`src/rtl/mega_alu_wb_pkg.sv`:
```
// Shared types and constants for the XMEGA writeback/status stage.
// SREG bit indices, SREG I/O address default and the writeback buffer entry.
package mega_alu_wb_pkg;

    localparam int SREG_C = 0;
    localparam int SREG_Z = 1;
    localparam int SREG_N = 2;
    localparam int SREG_V = 3;
    localparam int SREG_S = 4;
    localparam int SREG_H = 5;
    localparam int SREG_T = 6;
    localparam int SREG_I = 7;

    localparam logic [5:0] SREG_IO_ADDR_DEF = 6'h3F;
    localparam logic [7:0] RST_SREG_DEF     = 8'h00;

    typedef struct packed {
        logic        wr_16;
        logic [4:0]  addr;
        logic [15:0] data;
    } wb_entry_t;

    // Pair writes always target the even register; byte writes carry a zero upper byte.
    function automatic wb_entry_t wb_pack(input logic wr_16, input logic [4:0] rd_addr,
                                          input logic [15:0] result);
        wb_entry_t e;
        e.wr_16 = wr_16;
        e.addr  = wr_16 ? {rd_addr[4:1], 1'b0} : rd_addr;
        e.data  = wr_16 ? result : {8'h00, result[7:0]};
        return e;
    endfunction

endpackage

```
`src/rtl/mega_alu_wb_if.sv`:
```
// ALU-retire handshake plus register-file write port of the writeback stage.
// master = upstream ALU / register-file side, slave = the writeback stage.
interface mega_alu_wb_if;

    logic        alu_valid;
    logic        alu_ready;
    logic        alu_wr_en;
    logic        alu_wr_16;
    logic [4:0]  alu_rd_addr;
    logic [15:0] alu_out;
    logic [7:0]  alu_flag_msk;
    logic [7:0]  alu_flags;

    logic        rf_wr_en;
    logic        rf_wr_16;
    logic [4:0]  rf_wr_addr;
    logic [15:0] rf_wr_data;
    logic        rf_ready;

    modport master (
        output alu_valid, alu_wr_en, alu_wr_16, alu_rd_addr, alu_out, alu_flag_msk, alu_flags,
        output rf_ready,
        input  alu_ready, rf_wr_en, rf_wr_16, rf_wr_addr, rf_wr_data
    );

    modport slave (
        input  alu_valid, alu_wr_en, alu_wr_16, alu_rd_addr, alu_out, alu_flag_msk, alu_flags,
        input  rf_ready,
        output alu_ready, rf_wr_en, rf_wr_16, rf_wr_addr, rf_wr_data
    );

endinterface

```
`src/rtl/mega_wb_fwd.sv`:
```
// Operand forwarding from the pending writeback entry (used with MEGA_WB_FWD_EN).
// A hit on the high register of a pair returns the high byte shifted down.
module mega_wb_fwd
    import mega_alu_wb_pkg::*;
(
    input  logic        wb_pending,
    input  wb_entry_t   wb,
    input  logic [4:0]  fwd_addr_1,
    input  logic [4:0]  fwd_addr_2,
    output logic        fwd_hit_1,
    output logic        fwd_hit_2,
    output logic [15:0] fwd_data
);

    logic lo_1, hi_1, lo_2, hi_2;

    assign lo_1 = (fwd_addr_1 == wb.addr);
    assign hi_1 = wb.wr_16 & (fwd_addr_1 == (wb.addr + 5'd1));
    assign lo_2 = (fwd_addr_2 == wb.addr);
    assign hi_2 = wb.wr_16 & (fwd_addr_2 == (wb.addr + 5'd1));

    assign fwd_hit_1 = wb_pending & (lo_1 | hi_1);
    assign fwd_hit_2 = wb_pending & (lo_2 | hi_2);

    // Operand 1 decides the byte lane; operand 2 only when operand 1 misses.
    assign fwd_data = (hi_1 | (~lo_1 & hi_2)) ? {8'h00, wb.data[15:8]} : wb.data;

endmodule

```
`src/rtl/mega_alu_wb.sv`:
```
// XMEGA writeback/status stage: SREG, one-entry register-file write buffer, I-flag shadow.
// Optional operand forwarding is compiled in with `define MEGA_WB_FWD_EN.
module mega_alu_wb
    import mega_alu_wb_pkg::*;
#(
    parameter logic [5:0] SREG_IO_ADDR = SREG_IO_ADDR_DEF,
    parameter logic [7:0] RST_SREG     = RST_SREG_DEF
) (
    input  logic        clk,
    input  logic        rst,
    mega_alu_wb_if.slave bus,
    input  logic        io_wr_en,
    input  logic [5:0]  io_addr,
    input  logic [7:0]  io_wdata,
    output logic [7:0]  io_rdata,
    input  logic        reti,
    input  logic        irq_ack,
    output logic [7:0]  sreg,
    output logic        int_en,
    input  logic [4:0]  fwd_addr_1,
    input  logic [4:0]  fwd_addr_2,
    output logic        fwd_hit_1,
    output logic        fwd_hit_2,
    output logic [15:0] fwd_data
);

    logic [7:0] sreg_q, sreg_nxt;
    logic       sei_shadow_q, sei_shadow_nxt;
    logic       int_en_q;
    logic       wb_pending_q;
    wb_entry_t  wb_q;
    logic       accept;
    logic       io_sreg_wr;

    assign bus.alu_ready = ~wb_pending_q | bus.rf_ready;
    assign accept        = bus.alu_valid & bus.alu_ready;
    assign io_sreg_wr    = io_wr_en & (io_addr == SREG_IO_ADDR);

    // Later writes override earlier ones: io < ALU mask < reti < irq_ack.
    always_comb begin
        // NOTE: defaults first so every path assigns each variable and no latch is inferred.
        sreg_nxt       = sreg_q;
        sei_shadow_nxt = sei_shadow_q;
        if (io_sreg_wr) sreg_nxt = io_wdata;
        if (accept)     sreg_nxt = (sreg_nxt & ~bus.alu_flag_msk) | (bus.alu_flags & bus.alu_flag_msk);
        if (reti)       sreg_nxt[SREG_I] = 1'b1;
        if (irq_ack)    sreg_nxt[SREG_I] = 1'b0;
        if (accept)     sei_shadow_nxt = 1'b0;
        if (~sreg_q[SREG_I] & sreg_nxt[SREG_I]) sei_shadow_nxt = 1'b1;
    end

    always_ff @(posedge clk) begin
        if (rst) begin
            // NOTE: the buffer is a handful of flops, so it is reset along with wb_pending to keep rf_wr_* at zero.
            sreg_q       <= RST_SREG;
            sei_shadow_q <= 1'b0;
            int_en_q     <= 1'b0;
            wb_pending_q <= 1'b0;
            wb_q         <= '0;
        end else begin
            // NOTE: non-blocking assignments so every register samples pre-edge values.
            sreg_q       <= sreg_nxt;
            sei_shadow_q <= sei_shadow_nxt;
            int_en_q     <= sreg_nxt[SREG_I] & ~sei_shadow_nxt;
            if (accept && bus.alu_wr_en) begin
                wb_pending_q <= 1'b1;
                wb_q         <= wb_pack(bus.alu_wr_16, bus.alu_rd_addr, bus.alu_out);
            end else if (wb_pending_q && bus.rf_ready) begin
                wb_pending_q <= 1'b0;
            end
        end
    end

    assign sreg           = sreg_q;
    assign int_en         = int_en_q;
    assign io_rdata       = (io_addr == SREG_IO_ADDR) ? sreg_q : 8'h00;
    assign bus.rf_wr_en   = wb_pending_q;
    assign bus.rf_wr_16   = wb_q.wr_16;
    assign bus.rf_wr_addr = wb_q.addr;
    assign bus.rf_wr_data = wb_q.data;

`ifdef MEGA_WB_FWD_EN
    mega_wb_fwd u_fwd (
        .wb_pending (wb_pending_q),
        .wb         (wb_q),
        .fwd_addr_1 (fwd_addr_1),
        .fwd_addr_2 (fwd_addr_2),
        .fwd_hit_1  (fwd_hit_1),
        .fwd_hit_2  (fwd_hit_2),
        .fwd_data   (fwd_data)
    );
`else
    logic unused_fwd;
    assign unused_fwd = ^{fwd_addr_1, fwd_addr_2};
    assign fwd_hit_1  = 1'b0;
    assign fwd_hit_2  = 1'b0;
    assign fwd_data   = 16'h0000;
`endif

endmodule

```
`src/flat_wrapper.sv`:
```
// flat-port wrapper written by rule: the top's interface ports become plain ports
module mega_alu_wb_flat import mega_alu_wb_pkg::*;
#(
    parameter logic [5:0] SREG_IO_ADDR = SREG_IO_ADDR_DEF,
    parameter logic [7:0] RST_SREG     = RST_SREG_DEF
)
  (clk, rst, io_wr_en, io_addr, io_wdata, io_rdata, reti, irq_ack, sreg, int_en, fwd_addr_1, fwd_addr_2, fwd_hit_1, fwd_hit_2, fwd_data, bus_alu_valid, bus_alu_wr_en, bus_alu_wr_16, bus_alu_rd_addr, bus_alu_out, bus_alu_flag_msk, bus_alu_flags, bus_rf_ready, bus_alu_ready, bus_rf_wr_en, bus_rf_wr_16, bus_rf_wr_addr, bus_rf_wr_data);
  mega_alu_wb_if bus_i ();
  input  logic clk;
  input  logic rst;
  input  logic io_wr_en;
  input  logic [5:0] io_addr;
  input  logic [7:0] io_wdata;
  output logic [7:0] io_rdata;
  input  logic reti;
  input  logic irq_ack;
  output logic [7:0] sreg;
  output logic int_en;
  input  logic [4:0] fwd_addr_1;
  input  logic [4:0] fwd_addr_2;
  output logic fwd_hit_1;
  output logic fwd_hit_2;
  output logic [15:0] fwd_data;
  input wire logic [$bits(bus_i.alu_valid)-1:0] bus_alu_valid;
  input wire logic [$bits(bus_i.alu_wr_en)-1:0] bus_alu_wr_en;
  input wire logic [$bits(bus_i.alu_wr_16)-1:0] bus_alu_wr_16;
  input wire logic [$bits(bus_i.alu_rd_addr)-1:0] bus_alu_rd_addr;
  input wire logic [$bits(bus_i.alu_out)-1:0] bus_alu_out;
  input wire logic [$bits(bus_i.alu_flag_msk)-1:0] bus_alu_flag_msk;
  input wire logic [$bits(bus_i.alu_flags)-1:0] bus_alu_flags;
  input wire logic [$bits(bus_i.rf_ready)-1:0] bus_rf_ready;
  output wire logic [$bits(bus_i.alu_ready)-1:0] bus_alu_ready;
  output wire logic [$bits(bus_i.rf_wr_en)-1:0] bus_rf_wr_en;
  output wire logic [$bits(bus_i.rf_wr_16)-1:0] bus_rf_wr_16;
  output wire logic [$bits(bus_i.rf_wr_addr)-1:0] bus_rf_wr_addr;
  output wire logic [$bits(bus_i.rf_wr_data)-1:0] bus_rf_wr_data;
  assign bus_i.alu_valid = bus_alu_valid;
  assign bus_i.alu_wr_en = bus_alu_wr_en;
  assign bus_i.alu_wr_16 = bus_alu_wr_16;
  assign bus_i.alu_rd_addr = bus_alu_rd_addr;
  assign bus_i.alu_out = bus_alu_out;
  assign bus_i.alu_flag_msk = bus_alu_flag_msk;
  assign bus_i.alu_flags = bus_alu_flags;
  assign bus_i.rf_ready = bus_rf_ready;
  assign bus_alu_ready = bus_i.alu_ready;
  assign bus_rf_wr_en = bus_i.rf_wr_en;
  assign bus_rf_wr_16 = bus_i.rf_wr_16;
  assign bus_rf_wr_addr = bus_i.rf_wr_addr;
  assign bus_rf_wr_data = bus_i.rf_wr_data;
  mega_alu_wb #(.SREG_IO_ADDR(SREG_IO_ADDR), .RST_SREG(RST_SREG)) u_core (.clk(clk), .rst(rst), .bus(bus_i), .io_wr_en(io_wr_en), .io_addr(io_addr), .io_wdata(io_wdata), .io_rdata(io_rdata), .reti(reti), .irq_ack(irq_ack), .sreg(sreg), .int_en(int_en), .fwd_addr_1(fwd_addr_1), .fwd_addr_2(fwd_addr_2), .fwd_hit_1(fwd_hit_1), .fwd_hit_2(fwd_hit_2), .fwd_data(fwd_data));
endmodule
```
`config.mk`:
```
export PLATFORM = sky130hd
export DESIGN_NAME = mega_alu_wb_flat
export DESIGN_NICKNAME = d
export VERILOG_FILES = /design/src/rtl/mega_alu_wb_pkg.sv /design/src/rtl/mega_alu_wb_if.sv /design/src/rtl/mega_wb_fwd.sv /design/src/rtl/mega_alu_wb.sv /design/src/flat_wrapper.sv
export SDC_FILE = /design/constraint.sdc
export NUM_CORES = 1
export LEC_CHECK = 0
export BUFFER_PORTS_ARGS = -buffer_cell sky130_fd_sc_hd__buf_2
export CAP_MARGIN = 20
export CORE_MARGIN = 10
export CORE_UTILIZATION = 39
export DETAILED_ROUTE_END_ITERATION = 10
export GPL_ROUTABILITY_DRIVEN = 0
export GPL_TIMING_DRIVEN = 0
export PLACE_DENSITY = 0.9
export SLEW_MARGIN = 20
export SYNTH_ARGS = -nofsm -noshare
export SYNTH_HDL_FRONTEND = slang
export SYNTH_SLANG_ARGS = --single-unit
```
`constraint.sdc`:
```
create_clock -name clk -period 1.24 [get_ports clk]
set_input_delay 0.31 -clock clk [delete_from_list [all_inputs] [get_ports clk]]
set_output_delay 0.31 -clock clk [all_outputs]
set_load 0.1 [all_outputs]
```
Yosys cells after proc, flatten, opt, wreduce, memory -nomap -nowiden
Index checks and enable logic that the tools add are counted.
Storage, ports and cells
  register bits: 33
  bits in latches: 0
  RAM bits: 0
  memory bits (read-only): 0
  input port bits: 70
  output and inout bits: 59
  logic and storage cells: 34
  memories kept: 0
Operators by class
  add/sub/neg operators: 0
  multiply operators: 0
  div/mod/pow operators: 0
  magnitude comparators: 0
  equal/unequal tests: 1
  shift operators: 0
  mux-type cells: 11
  bitwise gates (word level): 12
  reduce and logical (&&, ||, !) cells: 3
Operators with widths (count)
  $mux W8: 3
  $and A8 B8 Y8: 2
  $mux W16: 1
  $not A8 Y8: 1
  $or A8 B8 Y8: 1
  $mux W1: 7
  $eq A6 B6 Y1 const B: 1
  $and A1 B1 Y1: 4
  $not A1 Y1: 3
  $logic_and A1 B1 Y1: 2
  $reduce_bool A2 Y1: 1
  $or A1 B1 Y1: 1

Logic depth before layout (Yosys ltp)
  depth after elaboration: 12
  mapped depth: 6
  gate-level depth less buffers: 5

Least setup slack after synthesis
Ideal clock, no wire load.
  path kind: register -> output
  start: reg u_core.sreg_q[7] (netlist: u_core.sreg[7])
  end: out io_rdata[7]
  arrival: 1.841 ns
  required time: 0.930 ns
  path slack: -0.911 ns
  stages on the path, launching flop included: 2
  path buffers: 0
  cells stage by stage: dfxtp_1 -> and2_1
Between the ends
  word-level cells in the longest chain between the ends: 1
Ends and longest elaborated chain
  from (decl): RTL line mega_alu_wb.sv:27  | logic [7:0] sreg_q, sreg_nxt;
  from (signal assigned): RTL line mega_alu_wb.sv:62  | sreg_q <= sreg_nxt;
  $mux W8: RTL line mega_alu_wb.sv:76  | assign io_rdata = (io_addr == SREG_IO_ADDR) ? sreg_q : 8'h00;
  to (decl): RTL line flat_wrapper.sv:14  | output logic [7:0] io_rdata;
No other way between the ends.

Final worst setup path
  start: in io_addr[0]
  end: out io_rdata[4]
Between the ends
  word-level cells in the longest chain between the ends: 2
Ends and longest elaborated chain
  from (decl): RTL line flat_wrapper.sv:12  | input logic [5:0] io_addr;
  $eq A6 B6 Y1: RTL line mega_alu_wb.sv:76
  $mux W8: RTL line mega_alu_wb.sv:76
No other way between the ends.

==> summary.txt <==
Cells and area
  – Share of cells above drive strength 1: 0.627
  – Layout net count: 393
  – Number of antenna repair diodes: 0
  – Layout overhead on the synthesized area: 92.1%

Synthesis
  – Most common cell in the synthesized netlist: sky130_fd_sc_hd__nand2_1
  – Synth area leader: sky130_fd_sc_hd__dfxtp_1
  – Number of distinct library cell variants in the gate-level netlist after synthesis: 28
  – Warning count from the yosys run: 0
  – Fraction of the yosys area taken by sequential cells: 0.414
  – Fraction of synthesis flops using an asynchronous set or reset pin: 0
  – Number of synthesized register bits: 33
  – Commonest register cell after synthesis: sky130_fd_sc_hd__dfxtp_1
  – Top cells by area in the synthesized netlist: sky130_fd_sc_hd__dfxtp_1 41%, sky130_fd_sc_hd__buf_4 8.9%, sky130_fd_sc_hd__nand2_1 8.7%
  – Average footprint of a synthesized cell: 8.54 sq um
  – Synth Cell Area: 1600 sq um
  – Most common library cells after synthesis: 37 x sky130_fd_sc_hd__nand2_1, 33 x sky130_fd_sc_hd__dfxtp_1, 24 x sky130_fd_sc_hd__a21oi_1
  – Count of flip-flops with a built-in enable after synthesis: 0
  – Post-synthesis instance total: 187
  – Share of the synthesized area in the top cell type: 0.414

Clocking
  – Root buf cell: sky130_fd_sc_hd__clkbuf_8
  – CTS Sinks: 33
  – CTS H-Tree Depth: 2
  – Clock slew seen by the registers of the worst setup and hold paths: 80 ps
  – Total CTS buffers: 5
  – TritonCTS clock tree: done
  – Hold Buf Count CTS: 0
  – Maximum buffer depth of the clock tree: 2
  – Worst-skew pair later-pin latency: 290 ps

Power
  – Ratio of total power to cell area: 1100 nW/um^2
  – Power share of the combinational group: 0.353
  – Reg power frac: 0.340
  – Overall power consumption: 0.00337 W
  – VDD IR-drop max: 0.000816 V
  – Net switching power: 0.00131 W
  – Leakage dissipation: 1.37 nW
  – Part of the total power dissipated in the clock network: 0.307
  – Fraction of power spent switching nets: 0.390
  – Internal Pwr Total: 0.00206 W

Placement
  – Buffers on Ports: 99
  – HPWL after detailed placement: 4380 um

Critical path
  – Startpoint Class: input port
  – Cells on worst reg2reg path: 8
  – Capturing point of the worst reg2reg path: u_core.int_en
  – Launching point of the worst reg2reg path: u_core.bus.rf_wr_en
  – Worst path cell trace: buf_6, nand4_4, nor2_4, and2_4, buf_12
  – Endpoint required time on the critical path: 930 ps
  – Data arrival time at the worst-slack endpoint: 1130 ps
  – Minimum setup slack among reg-to-reg paths: -180 ps
  – Maximum fanout along the worst path: 8
  – Highest-delay cell along the critical path: sky130_fd_sc_hd__nor2_4
  – Worst setup EP type: primary output
  – Path type of the worst setup path: in -> out
  – Delay contributed by the slowest stage of the critical path: 240 ps

Floorplan
  – Die extent in y: 84.0 um
  – Area enclosed by the die boundary: 7050 sq um
  – Core Rows: 23
  – Core footprint: 3970 sq um
  – I/O pin count: 129
  – Horiz. Die Dim: 84.0 um
  – Initial Utilization: 0.402

Global route
  – Pin count of the biggest net entering global routing: 13
  – Total gr overflow: 0
  – Number of global-route vias before repair: 1918
  – Overall routing resource usage: 0.168
  – Number of antenna violations at the first check in global routing: 0
  – Global-route wire length before repair: 9790 um

STA
  – Final setup violating endpoints: 40
  – Slew Viols, Final: 0
  – Endpoints failing hold: 0
  – PnR worst setup slack: -204 ps
  – Crit path time final: 1440 ps
  – Worst hold slack after final layout: 222 ps
  – Max_slew headroom: 0.536
  – Least-Margin Pin Slew: 696 ps
  – Clock Skews: 6.62 ps
  – Fraction of the cycle the final worst path needs: 1.16
  – Top achievable clock speed: 693 MHz
  – Unrepaired setup endpoints after global routing: true

Outcome
  – Result of the run: finished, violations left
  – Failing checks: negative setup slack

Detailed routing
  – Vias after detailed routing: 1791
  – Drt total wl: 6470 um
  – Number of iterations in the first detailed-routing pass: 4
  – Post-DR vias/cell: 4.79
  – Number of violations reported at the end of detailed-routing iteration 0: 53
  – Count of nets left with antenna violations after detail routing: 0
  – Residual DRC: 0
  – Mean routed wirelength per cell: 17.3 um

Flow run
  – Count of maximum capacitance violations: 0

Worst hold path
  – Hold path start: rst
  – Hold Crit Endpoint: u_core.sreg[1]
  – Class of the most critical hold timing path: in -> reg
  – Cell depth of the worst hold path: 2
-- stage by stage --
stage,util,worst slack (ps),instances,setup TNS [ps],instance area (sq um)
detailed placement,0.589,-508,353,-8290,2340
floorplan,-,-162,204,-4980,1780
global route,0.772,-239,374,-7840,3070
global placement,0.589,-474,353,-7370,2340
CTS,0.718,-192,368,-4100,2850
finish,0.772,-204,374,-5290,3070
-- worst max-delay path by stage --
stage	to	slack (ps)	from
6_report	io_rdata[4]	-200	io_addr[0]
3_5_place_dp	io_rdata[7]	-510	io_addr[3]
3_3_place_gp	io_rdata[0]	-470	io_addr[3]
5_1_grt	io_rdata[2]	-240	io_addr[0]
2_1_floorplan	u_core.int_en	-160	u_core.bus.rf_wr_en
4_1_cts	io_rdata[7]	-190	io_addr[0]
-- flip-flops by register name (all words and copies together), names as in the netlist --
signal                 cells
u_core.bus.rf_wr_addr      5
u_core.int_en              1
u_core.bus.rf_wr_data     16
u_core.sreg                8
u_core.bus.rf_wr_16        1
u_core.sei_shadow_q        1
u_core.bus.rf_wr_en        1
-- critical path, delay by kind of cell --
kind,cells,cell delay (ps)
buf+inv,2,250
simple gates,3,570
-- power by group through the flow --
stage / Clock, W / Sequential [W] / Combinational [W]
global route: 0.00110 / 0.00115 / 0.00124
floorplan: 0 / 0.00151 / 0.000469
global placement: 0 / 0.00115 / 0.00101
detailed placement: 0 / 0.00116 / 0.00102
CTS: 0.00105 / 0.00114 / 0.00111
finish: 0.00104 / 0.00115 / 0.00119
-- layer usage --
layer / GRT usage / vias to the layer above / share of wire
li1: - / 873 / -
met5: 0 / - / 0
met2: 0.288 / 89 / 0.49
met3: 0.0850 / 11 / 0.094
met1: 0.179 / 818 / 0.40
met4: 0.0365 / 0 / 0.018
-- cells by family (layout without fill, tap and decap cells) --
group | Yosys count | in the layout | synth area share
AND/OR/NAND/NOR | 79 | 79 | 0.257
buffers and inverters | 30 | 150 | 0.123
AO/OA/AOI/OAI | 37 | 37 | 0.160
multiplexers | 7 | 7 | 0.0439
other | 1 | 18 | 0.00235
flip-flops | 33 | 33 | 0.414
-- what timing repair did --
action / in CTS / in global routing
pin swaps: 17 / 14
cloned: 1 / 1
resized for setup: 90 / 45
endpoints found under the setup margin: 51 / 57
buffers inserted: 6 / 5
-- cell type report --
cell class / count / area [sq um]
Timing Repair Buffer: 112 / 1010
Multi-Input combinational cell: 141 / 946
Fill cell: 261 / 905
Sequential cell: 33 / 694
Buffer: 28 / 228
Clock buffer: 5 / 68.8
Tap cell: 50 / 62.6
Clock inverter: 3 / 45.0
Inverter: 2 / 7.51
-- layout by cell type, fill, tap and decap left out, types with 12 or more instances in the layout --
cell,n
sky130_fd_sc_hd__a21oi_1,15
sky130_fd_sc_hd__dfxtp_1,24
sky130_fd_sc_hd__nand2_1,27
sky130_fd_sc_hd__buf_12,12
sky130_fd_sc_hd__buf_4,29
sky130_fd_sc_hd__buf_2,54
sky130_fd_sc_hd__nand3_1,12
sky130_fd_sc_hd__buf_6,37
sky130_fd_sc_hd__conb_1,18
(Power assumes the default switching activity.)
